<file path="config.mk">
export PLATFORM = sky130hd
export DESIGN_NAME = seg7_scan_capture
export DESIGN_NICKNAME = d
export VERILOG_FILES = /design/src/rtl/seg7_pkg.sv /design/src/rtl/seg7_to_bcd.sv /design/src/rtl/seg7_scan_capture.sv
export SDC_FILE = /design/constraint.sdc
export NUM_CORES = 1
export LEC_CHECK = 0
export CAP_MARGIN = 20
export CORE_ASPECT_RATIO = 1.2
export CORE_MARGIN = 1
export CORE_UTILIZATION = 59
export CTS_CLUSTER_DIAMETER = 100
export DETAILED_ROUTE_END_ITERATION = 7
export PLACE_DENSITY = 0.83
export RECOVER_POWER = 50
export SETUP_SLACK_MARGIN = 0.02
export SYNTH_ARGS = -nofsm -noshare
export SYNTH_HDL_FRONTEND = slang
export SYNTH_SLANG_ARGS = --single-unit
</file>
<file path="constraint.sdc">
create_clock -name clk -period 2.45 [get_ports clk]
set_clock_uncertainty 0.1 [all_clocks]
set_input_delay 0.49 -clock clk [delete_from_list [all_inputs] [get_ports clk]]
set_output_delay 0.49 -clock clk [all_outputs]
set_load 0.02 [all_outputs]
</file>
<file path="src/rtl/seg7_pkg.sv">
// Shared seven-segment constants for the display driver and the scan-capture receiver.
// Segment patterns are active-low, bit0 = a ... bit6 = g.
package seg7_pkg;

  localparam logic [6:0] SEG_0     = 7'b1000000;
  localparam logic [6:0] SEG_1     = 7'b1111001;
  localparam logic [6:0] SEG_2     = 7'b0100100;
  localparam logic [6:0] SEG_3     = 7'b0110000;
  localparam logic [6:0] SEG_4     = 7'b0011001;
  localparam logic [6:0] SEG_5     = 7'b0010010;
  localparam logic [6:0] SEG_6     = 7'b0000010;
  localparam logic [6:0] SEG_7     = 7'b1111000;
  localparam logic [6:0] SEG_8     = 7'b0000000;
  localparam logic [6:0] SEG_9     = 7'b0011000;
  localparam logic [6:0] SEG_BLANK = 7'b1111111;

  localparam logic [3:0] BCD_BLANK = 4'hA;
  localparam logic [3:0] BCD_ERR   = 4'hF;

  // Callers zero-extend their select vector to 32 bits.
  function automatic logic is_onehot(input logic [31:0] v);
    return (v != 32'd0) && ((v & (v - 32'd1)) == 32'd0);
  endfunction

endpackage

</file>
<file path="src/rtl/seg7_to_bcd.sv">
// Combinational decode of an active-low segment pattern into a BCD digit and an error flag.
// The blank pattern decodes to BCD_BLANK without error; anything unknown gives BCD_ERR.
module seg7_to_bcd
  import seg7_pkg::*;
(
  input  logic [6:0] seg_n_i,
  output logic [3:0] bcd_o,
  output logic       err_o
);

  always_comb begin
    bcd_o = BCD_ERR;
    err_o = 1'b1;
    case (seg_n_i)
      SEG_0:     begin bcd_o = 4'd0;      err_o = 1'b0; end
      SEG_1:     begin bcd_o = 4'd1;      err_o = 1'b0; end
      SEG_2:     begin bcd_o = 4'd2;      err_o = 1'b0; end
      SEG_3:     begin bcd_o = 4'd3;      err_o = 1'b0; end
      SEG_4:     begin bcd_o = 4'd4;      err_o = 1'b0; end
      SEG_5:     begin bcd_o = 4'd5;      err_o = 1'b0; end
      SEG_6:     begin bcd_o = 4'd6;      err_o = 1'b0; end
      SEG_7:     begin bcd_o = 4'd7;      err_o = 1'b0; end
      SEG_8:     begin bcd_o = 4'd8;      err_o = 1'b0; end
      SEG_9:     begin bcd_o = 4'd9;      err_o = 1'b0; end
      SEG_BLANK: begin bcd_o = BCD_BLANK; err_o = 1'b0; end
      default:   ;
    endcase
  end

endmodule

</file>
<file path="src/rtl/seg7_scan_capture.sv">
// Samples a multiplexed active-low 7-segment bus, filters it for stability and
// recovers one BCD digit per select position, with per-digit refresh timeout.
module seg7_scan_capture
  import seg7_pkg::*;
#(
  parameter int NDIG       = 4,
  parameter int STABLE_CYC = 4,
  parameter int TIMEOUT    = 65535
) (
  input  logic                clk,
  input  logic                rst_n,
  input  logic [6:0]          seg_n,
  input  logic [NDIG-1:0]     dig_sel,
  output logic [4*NDIG-1:0]   bcd_out,
  output logic [NDIG-1:0]     valid,
  output logic [NDIG-1:0]     err,
  output logic [NDIG-1:0]     upd
);

  localparam int RW = (STABLE_CYC > 2) ? $clog2(STABLE_CYC) : 1;
  localparam int TW = $clog2(TIMEOUT + 1);
  localparam logic [RW-1:0] RUN_COMMIT = RW'(STABLE_CYC - 2);
  localparam logic [RW-1:0] RUN_SAT    = RW'(STABLE_CYC - 1);
  localparam logic [TW-1:0] TMAX       = TW'(TIMEOUT);

  logic [6:0]        seg_s1_q, seg_s2_q, seg_p_q;
  logic [NDIG-1:0]   sel_s1_q, sel_s2_q, sel_p_q;
  logic [RW-1:0]     run_q, run_d;
  logic [4*NDIG-1:0] bcd_q, bcd_d;
  logic [NDIG-1:0]   valid_q, valid_d;
  logic [NDIG-1:0]   err_q, err_d;
  logic [NDIG-1:0]   upd_q, upd_d;
  logic [TW-1:0]     tcnt_q [NDIG];
  logic [TW-1:0]     tcnt_d [NDIG];

  logic       same;
  logic       commit;
  logic [3:0] dec_bcd;
  logic       dec_err;

  seg7_to_bcd u_dec (
    .seg_n_i (seg_s2_q),
    .bcd_o   (dec_bcd),
    .err_o   (dec_err)
  );

  // run_q counts matching sample pairs, so a run of STABLE_CYC samples has
  // STABLE_CYC-1 matches; commit fires on the edge that reaches that count.
  always_comb begin
    same   = (seg_s2_q == seg_p_q) && (sel_s2_q == sel_p_q) &&
             is_onehot(32'(sel_s2_q));
    commit = same && (run_q == RUN_COMMIT);
    if (!same)                run_d = '0;
    else if (run_q == RUN_SAT) run_d = run_q;
    else                      run_d = run_q + RW'(1);
  end

  always_comb begin
    bcd_d   = bcd_q;
    valid_d = valid_q;
    err_d   = err_q;
    upd_d   = '0;
    tcnt_d  = tcnt_q;
    for (int i = 0; i < NDIG; i++) begin
      if (commit && sel_s2_q[i]) begin
        bcd_d[4*i +: 4] = dec_bcd;
        err_d[i]        = dec_err;
        valid_d[i]      = 1'b1;
        upd_d[i]        = 1'b1;
        tcnt_d[i]       = '0;
      end else begin
        if (tcnt_q[i] != TMAX) tcnt_d[i] = tcnt_q[i] + TW'(1);
        if (tcnt_d[i] == TMAX) valid_d[i] = 1'b0;
      end
    end
  end

  always_ff @(posedge clk or negedge rst_n) begin
    if (!rst_n) begin
      seg_s1_q <= SEG_BLANK;
      seg_s2_q <= SEG_BLANK;
      seg_p_q  <= SEG_BLANK;
      sel_s1_q <= '0;
      sel_s2_q <= '0;
      sel_p_q  <= '0;
      run_q    <= '0;
      bcd_q    <= {NDIG{BCD_BLANK}};
      valid_q  <= '0;
      err_q    <= '0;
      upd_q    <= '0;
      for (int i = 0; i < NDIG; i++) tcnt_q[i] <= '0;
    end else begin
      seg_s1_q <= seg_n;
      seg_s2_q <= seg_s1_q;
      seg_p_q  <= seg_s2_q;
      sel_s1_q <= dig_sel;
      sel_s2_q <= sel_s1_q;
      sel_p_q  <= sel_s2_q;
      run_q    <= run_d;
      bcd_q    <= bcd_d;
      valid_q  <= valid_d;
      err_q    <= err_d;
      upd_q    <= upd_d;
      for (int i = 0; i < NDIG; i++) tcnt_q[i] <= tcnt_d[i];
    end
  end

  assign bcd_out = bcd_q;
  assign valid   = valid_q;
  assign err     = err_q;
  assign upd     = upd_q;

endmodule
</file>
==> results of run 1 <==
## synth_stat cells, types with 3 or more instances
master      n
xnor2_1    23
mux2_2      5
nor3b_1     5
or3_1       4
buf_4       4
buf_2      18
o21ai_0    23
and3_1     17
nand3_2     3
a31oi_1    16
nor2b_1     3
a21oi_1    15
o22ai_1     3
nor2_2      3
dfrtp_1    98
nand2_1    59
and4_1     10
nand3b_1    6
clkbuf_1    4
nand4_1    17
mux2i_1    14
nor4b_1     3
ha_1        6
nor2_1    109
nand2b_1    3
a211oi_1    5
dfstp_2    29
inv_1      12
xor2_1     21
nor4_1      5
nor3_1     25
nand3_1    30
## stage by stage
stage	hold WS, ns	area [um2]	cells	setup slack, ns
floorplan	0.0944	6230	641	0.184
global placement	0.232	6860	802	0.114
detailed placement	0.239	6860	802	0.0535
CTS	0.251	7390	835	0.0293
global route	0.253	7470	841	-0.0288
finish	0.247	7470	841	0.107
## critical path, cell delays in order, from the launching register on
cell	delay (ns)
dfrtp_1	0.41
buf_6	0.13
nand4_1	0.14
buf_4	0.18
or3_4	0.41
xnor2_2	0.18
nand4_1	0.11
a211o_1	0.30
o41ai_2	0.19
nand2_1	0.07
## metal layers
metal  vias to the layer above  share of wire  global-route usage
li1                       2391              -                   -
met1                      2478           0.41               0.324
met2                       184           0.52               0.458
met3                        31          0.048              0.0598
met4                         0          0.027               0.129
met5                         -              0                   0
## cell families after synthesis
kind of cell             after synthesis  share of synthesized area
AO/OA/AOI/OAI                         89                     0.0926
adder cells (fa/ha/maj)                6                     0.0120
flip-flops                           127                      0.516
XOR/XNOR                              44                     0.0618
AND/OR/NAND/NOR                      316                      0.255
buffers and inverters                 40                     0.0313
multiplexers                          19                     0.0315
## registers in the layout, summed over array words and instances (netlist names)
name / flops
bcd_out: 16
err: 4
run_q: 2
seg_p_q: 7
seg_s1_q: 7
seg_s2_q: 7
sel_p_q: 4
sel_s1_q: 4
sel_s2_q: 4
tcnt_q: 64
upd: 4
valid: 4
## final cells by class
| cell class | instances | area share |
|---|---|---|
| flip-flops and latches | 127 | 0.430 |
| clock inverters | 11 | 0.00921 |
| repair buffers | 70 | 0.0871 |
| clock buffers | 21 | 0.0603 |
| well taps | 126 | 0.0211 |
| inverters | 12 | 0.00603 |
| multi-input cells | 474 | 0.386 |
## path summary, 6_finish.rpt
| path | cells after the start | from | slack, ns | endpoint |
|---|---|---|---|---|
| max in group asynchronous | 3 | rst_n | 0.39 | tcnt_q[25]$_DFF_PN0_ |
| setup reg to reg | 9 | tcnt_q[16]$_DFF_PN0_ | 0.11 | valid[2]$_DFFE_PN0P_ |
| hold / removal | 0 | sel_s1_q[1]$_DFF_PN0_ | 0.25 | sel_s2_q[1]$_DFF_PN0_ |
| setup / recovery | 9 | tcnt_q[16]$_DFF_PN0_ | 0.11 | valid[2]$_DFFE_PN0P_ |
| min in group asynchronous | 2 | rst_n | 0.63 | tcnt_q[19]$_DFF_PN0_ |
| hold reg to reg | 0 | sel_s1_q[1]$_DFF_PN0_ | 0.25 | sel_s2_q[1]$_DFF_PN0_ |
## power groups by stage
| stage | Clock (mW) | Sequential, mW | Combinational, mW |
|---|---|---|---|
| 3_3_place_gp | 0 | 2.20 | 0.126 |
| 4_1_cts | 2.23 | 2.17 | 0.134 |
| 2_1_floorplan | 0 | 2.19 | 0.0580 |
| 6_report | 2.20 | 2.17 | 0.126 |
| 3_5_place_dp | 0 | 2.20 | 0.131 |
| 5_1_grt | 2.34 | 2.17 | 0.143 |
## what timing repair did
| action | in CTS | in global routing |
|---|---|---|
| setup endpoints to repair | 0 | 25 |
| hold buffers | 1 | 0 |
| resized for setup | 0 | 18 |
| hold endpoints to repair | 32 | 0 |
| setup buffers | 0 | 6 |
==> flow_metrics.py, run 1 <==
metrics = {
    "worst_setup_path": {
        "arrival_ns": 2.53,
        "cp_max_fo": 4,
        "start_kind": "flip-flop",
        "path_class": "reg2reg",
        "crit_required_ns": 2.64,
        "cp-end-kind": "flip-flop",
    },
    "placement": {
        "dp_hpwl_um": 9360,
        "numPortBuffers": 40,
        "place_congestion": 0.896,
    },
    "floorplan": {
        "coreArea_um2": 10200,
        "rows": 40,
        "io-pin-count": 41,
        "die_h_um": 115,
        "die-area_um2": 11000,
        "dieWidth_um": 95.8,
        "start_util": 0.613,
    },
    "pwr": {
        "p_sw_frac": 0.222,
        "clockPowerShare": 0.489,
        "pwr-share-comb": 0.028,
        "p_sw_uw": 999,
        "pwr-share-seq": 0.483,
        "intPower_mw": 3.49,
        "report.power.total_mw": 4.49,
        "p_leak_nw": 3.15,
        "peakVddDrop_mv": 0.532,
        "p_per_area_nw_per_um2": 601,
    },
    "synth": {
        "synthTopCellsByArea": "dfrtp_1 (39%), dfstp_2 (12%), nor2_1 (6.6%)",
        "yosysUniqueCellTypes": 65,
        "seq_area_frac_synth": 0.516,
        "synthFlopType": "dfrtp_1",
        "syn-mean-instance-area_um2": 9.72,
        "synth_area_leader_cell": "dfrtp_1",
        "yosysTopAreaCellShare": 0.394,
        "syn-cell-area_um2": 6230,
        "synth_enable_flop_cells": 0,
        "yosysWarnings": 0,
        "postSynthCellCount": 641,
        "async_flop_share": 1.00,
        "ys_ff_latch": 127,
        "syn_nets": 660,
    },
    "clock_network": {
        "numCtsBuffers": 17,
        "path_clk_slew_ns": 0.06,
        "cts_tree": "yes",
        "h-tree-depth": 4,
        "worstSkewPairLatency_ns": 0.41,
        "cts_sinks": 127,
        "clockRootBuffer": "clkbuf_16",
        "clockBufferDepth": 2,
    },
    "timing": {
        "report.final.hold_viol_count": 0,
        "tns_ns": 0,
        "tightestPinTransition_ns": 0.898,
        "drv_slew": 0,
        "fin_crit_ns": 2.34,
        "fin_crit_sh": 0.956,
        "setup_violations": 0,
        "max_freq_mhz": 427,
        "slew_headroom": 0.401,
    },
    "detailed_routing": {
        "vias": 5084,
        "viasPerCell": 6.05,
        "drt_iter0_drc": 279,
        "wirelength_um": 13900,
        "ant_nets": 0,
        "firstDrtPassIters": 5,
        "wl_per_cell_um": 16.5,
        "drc": 0,
    },
    "finish": {
        "post_route_cells_drive_above_1_share": 0.175,
        "diodes": 0,
        "layout.nets": 721,
        "final_cell_mix": "nor2_1 (107), dfrtp_1 (97), nand2_1 (59), dfstp_2 (29)",
        "fillerInstances": 688,
        "multi_input_area_um2": 2880,
        "final_util": 0.735,
        "syn_to_final_growth_pct": 19.9,
        "layout_commonest_cell": "nor2_1",
        "ff_latch_area_um2": 3220,
    },
    "grt": {
        "grtUsageTotal": 0.270,
        "grt_max_degree": 49,
        "grt_pass1_vias": 4919,
        "grt_overflow_total": 0,
        "grt_pass1_wl_um": 22700,
        "antenna_found_initial": 0,
    },
    "flow_run": {
        "cap_violations": 0,
    },
    "run_status": {
        "status": "complete, no violations",
    },
    "min_path": {
        "worst_hold_path_type": "reg2reg",
    },
}
(Power assumes the default switching activity.)
==> run 2: changes to the inputs <==
--- a/config.mk
+++ b/config.mk
@@ -8,10 +8,11 @@
 export CAP_MARGIN = 20
 export CORE_ASPECT_RATIO = 1.2
 export CORE_MARGIN = 1
-export CORE_UTILIZATION = 59
+export CORE_UTILIZATION = 50
 export CTS_CLUSTER_DIAMETER = 100
 export DETAILED_ROUTE_END_ITERATION = 7
-export PLACE_DENSITY = 0.83
+export HOLD_SLACK_MARGIN = 0.08
+export PLACE_DENSITY = 0.72
 export RECOVER_POWER = 50
 export SETUP_SLACK_MARGIN = 0.02
 export SYNTH_ARGS = -nofsm -noshare
==> run 2 against run 1 <==
Compared with the run above: the run now ends with capacitance limit, slew limit left; routed wire length is 4.5% lower; register-to-register slack better by 0.05 ns; clock power is 17% higher; first-iteration DRC count is 12% lower; clock-buffer cell count is 1 higher; worst hold slack worse by 0.0010 ns; sequential cell count stayed put; sequential power hardly changed; die area is 18% higher; fmax is 2.2% higher; critical path depth is 1 lower; non-clock buffer count is 3 lower; highest routed layer unchanged.
==> flow_metrics.py, run 2 (synthesis results as in run 1) <==
metrics = {
    "run_status": {
        "status": "finished with violations",
        "violations": "capacitance limit, slew limit",
    },
    "clock_network": {
        "clockRootBuffer": "clkbuf_16",
        "cts_tree": "yes",
        "numCtsBuffers": 17,
        "path_clk_slew_ns": 0.06,
        "clockBufferDepth": 2,
        "h-tree-depth": 4,
        "cts_sinks": 127,
        "worstSkewPairLatency_ns": 0.42,
        "post_cts_buffers": 0,
    },
    "detailed_routing": {
        "wirelength_um": 13300,
        "drt_iter0_drc": 246,
        "viasPerCell": 5.73,
        "ant_nets": 0,
        "drc": 0,
        "vias": 5003,
        "wl_per_cell_um": 15.2,
        "firstDrtPassIters": 5,
    },
    "timing": {
        "fin_crit_ns": 2.29,
        "drv_slew": 128,
        "max_freq_mhz": 436,
        "tightestPinTransition_ns": 1.63,
        "slew_headroom": -0.0887,
        "tns_ns": 0,
        "report.final.hold_viol_count": 0,
        "rsz0062_at_grt": "yes",
        "timing.hold.ws_ns": 0.246,
        "setup_violations": 0,
        "fin_crit_sh": 0.936,
    },
    "worst_setup_path": {
        "crit_chain": "buf_4, nand4_1, or3_4, xnor2_1, nand4_1, a211o_1, o41ai_2, nand2_1",
        "cp_max_fo": 4,
        "crit_path_top_delay_cell": "or3_4",
        "crit_required_ns": 2.65,
        "cp-end-kind": "flip-flop",
        "max_stage_delay_ns": 0.40,
        "start_kind": "flip-flop",
        "r2r-start": "tcnt_q[16]$_DFF_PN0_",
        "rr_worst_depth": 8,
        "r2r_end": "valid[2]$_DFFE_PN0P_",
        "arrival_ns": 2.49,
        "crit_family": "simple AND/OR/NAND/NOR gates",
        "r2r_setup_slack_ns": 0.16,
        "crit_top_cell": "nand4_1",
        "path_class": "reg2reg",
        "cp_num_buf_inv": 1,
    },
    "min_path": {
        "holdPathStages": 0,
        "worst_hold_path_type": "reg2reg",
        "worstHoldStart": "sel_s1_q[2]$_DFF_PN0_",
        "hold_path_end": "sel_s2_q[2]$_DFF_PN0_",
    },
    "pwr": {
        "peakVddDrop_mv": 0.572,
        "p_per_area_nw_per_um2": 641,
        "p_leak_nw": 3.20,
    },
    "finish": {
        "layout_commonest_cell": "nor2_1",
        "regMostFlops": "tcnt_q",
        "fillerInstances": 1004,
        "final_cell_mix": "nor2_1 (109), dfrtp_1 (98), nand2_1 (59), nand3_1 (30)",
        "stdcell_area_um2": 7570,
        "post_route_cells_drive_above_1_share": 0.163,
        "layoutNonFillerInstCount": 873,
        "diodes": 0,
        "largest_register_ffs": 64,
        "syn_to_final_growth_pct": 21.4,
        "layout.nets": 718,
    },
    "floorplan": {
        "start_util": 0.514,
        "die-area_um2": 12900,
        "rows": 44,
        "coreArea_um2": 12100,
        "io-pin-count": 41,
        "die_h_um": 124,
        "dieWidth_um": 104,
    },
    "grt": {
        "grt_pass1_vias": 4956,
        "antenna_found_initial": 0,
        "grt_overflow_total": 0,
        "grt_pass1_wl_um": 23100,
        "grt_max_degree": 128,
        "grtUsageTotal": 0.224,
    },
    "placement": {
        "dp_cells": 841,
        "dp_hpwl_um": 9140,
        "place_congestion": 0.890,
        "numPortBuffers": 40,
        "dpl_cell_area_um2": 6930,
    },
    "flow_run": {
        "cap_violations": 1,
    },
}
==> run 2: changes by cell type in the layout (fill, tap and decap cells not counted), moves of 3 or more <==
cell | before | now
clkbuf_16 | 17 | 22
nor2_2 | 5 | 2
clkinvlp_4 | 4 | 1
clkbuf_1 | 4 | 1
clkinv_2 | 6 | 1
inv_6 | 0 | 5
==> run 2: metrics by stage <==
step           setup WS [ns]  power [mW]   util
6_report               0.156        4.85  0.625
5_1_grt              0.00675        5.03  0.625
3_5_place_dp           0.126        2.33  0.572
2_1_floorplan          0.184        2.25      -
4_1_cts               0.0985        4.92  0.624
3_3_place_gp           0.186        2.33  0.572
==> run 2: what timing repair did <==
action                                  CTS  global route
endpoints found under the setup margin    0            14
hold buffers                              0             0
hold endpoints to repair                  0             0
gates resized for setup                   0             7
==> run 2: layout make-up <==
type | instances | area (um2) | share of cell area
clock inverter | 10 | 80.1 | 0.0106
clock buffer | 22 | 551 | 0.0728
sequential | 127 | 3210 | 0.425
inverter | 12 | 45.0 | 0.00595
timing repair buffer | 67 | 634 | 0.0838
tap | 161 | 201 | 0.0266
multi-input combinational | 474 | 2840 | 0.375
==> run 2: worst register-to-register path: cells and delay by family, from the launching register on <==
family | cells | cell delay [ns]
DFF | 1 | 0.39
AOI/OAI and AO/OA | 2 | 0.62
xor gates and xnor gates | 1 | 0.15
and+or+nand+nor | 4 | 0.78
buffers and inverters | 1 | 0.15
==> run 2: power by group <==
part | internal, mW | leakage [nW] | total (mW) | switching, mW
clock | 1.62 | 0.311 | 2.57 | 0.951
combinational | 0.0440 | 1.30 | 0.123 | 0.0793
sequential | 2.14 | 1.59 | 2.16 | 0.0217
total | 3.80 | 3.20 | 4.85 | 1.05
==> run 2: how the worst max path moves through the flow <==
stage | from | to | slack (ns) | cells past startpoint
finish | tcnt_q[16]$_DFF_PN0_ | valid[2]$_DFFE_PN0P_ | 0.16 | 8
global route | seg_s2_q[0]$_DFF_PN1_ | valid[1]$_DFFE_PN0P_ | 0.007 | 8
CTS | seg_s2_q[0]$_DFF_PN1_ | bcd_out[6]$_DFFE_PN0P_ | 0.1 | 6
detailed placement | tcnt_q[17]$_DFF_PN0_ | valid[2]$_DFFE_PN0P_ | 0.13 | 8
global placement | seg_s2_q[4]$_DFF_PN1_ | bcd_out[4]$_DFFE_PN0P_ | 0.19 | 6
floorplan | tcnt_q[16]$_DFF_PN0_ | valid[2]$_DFFE_PN0P_ | 0.18 | 9
==> run 2: layer usage <==
metal | vias up | GRT usage | part of all wire
met3 | 27 | 0.0518 | 0.038
li1 | 2387 | - | -
met4 | 0 | 0.113 | 0.026
met5 | - | 0 | 0
met1 | 2459 | 0.269 | 0.42
met2 | 130 | 0.375 | 0.52
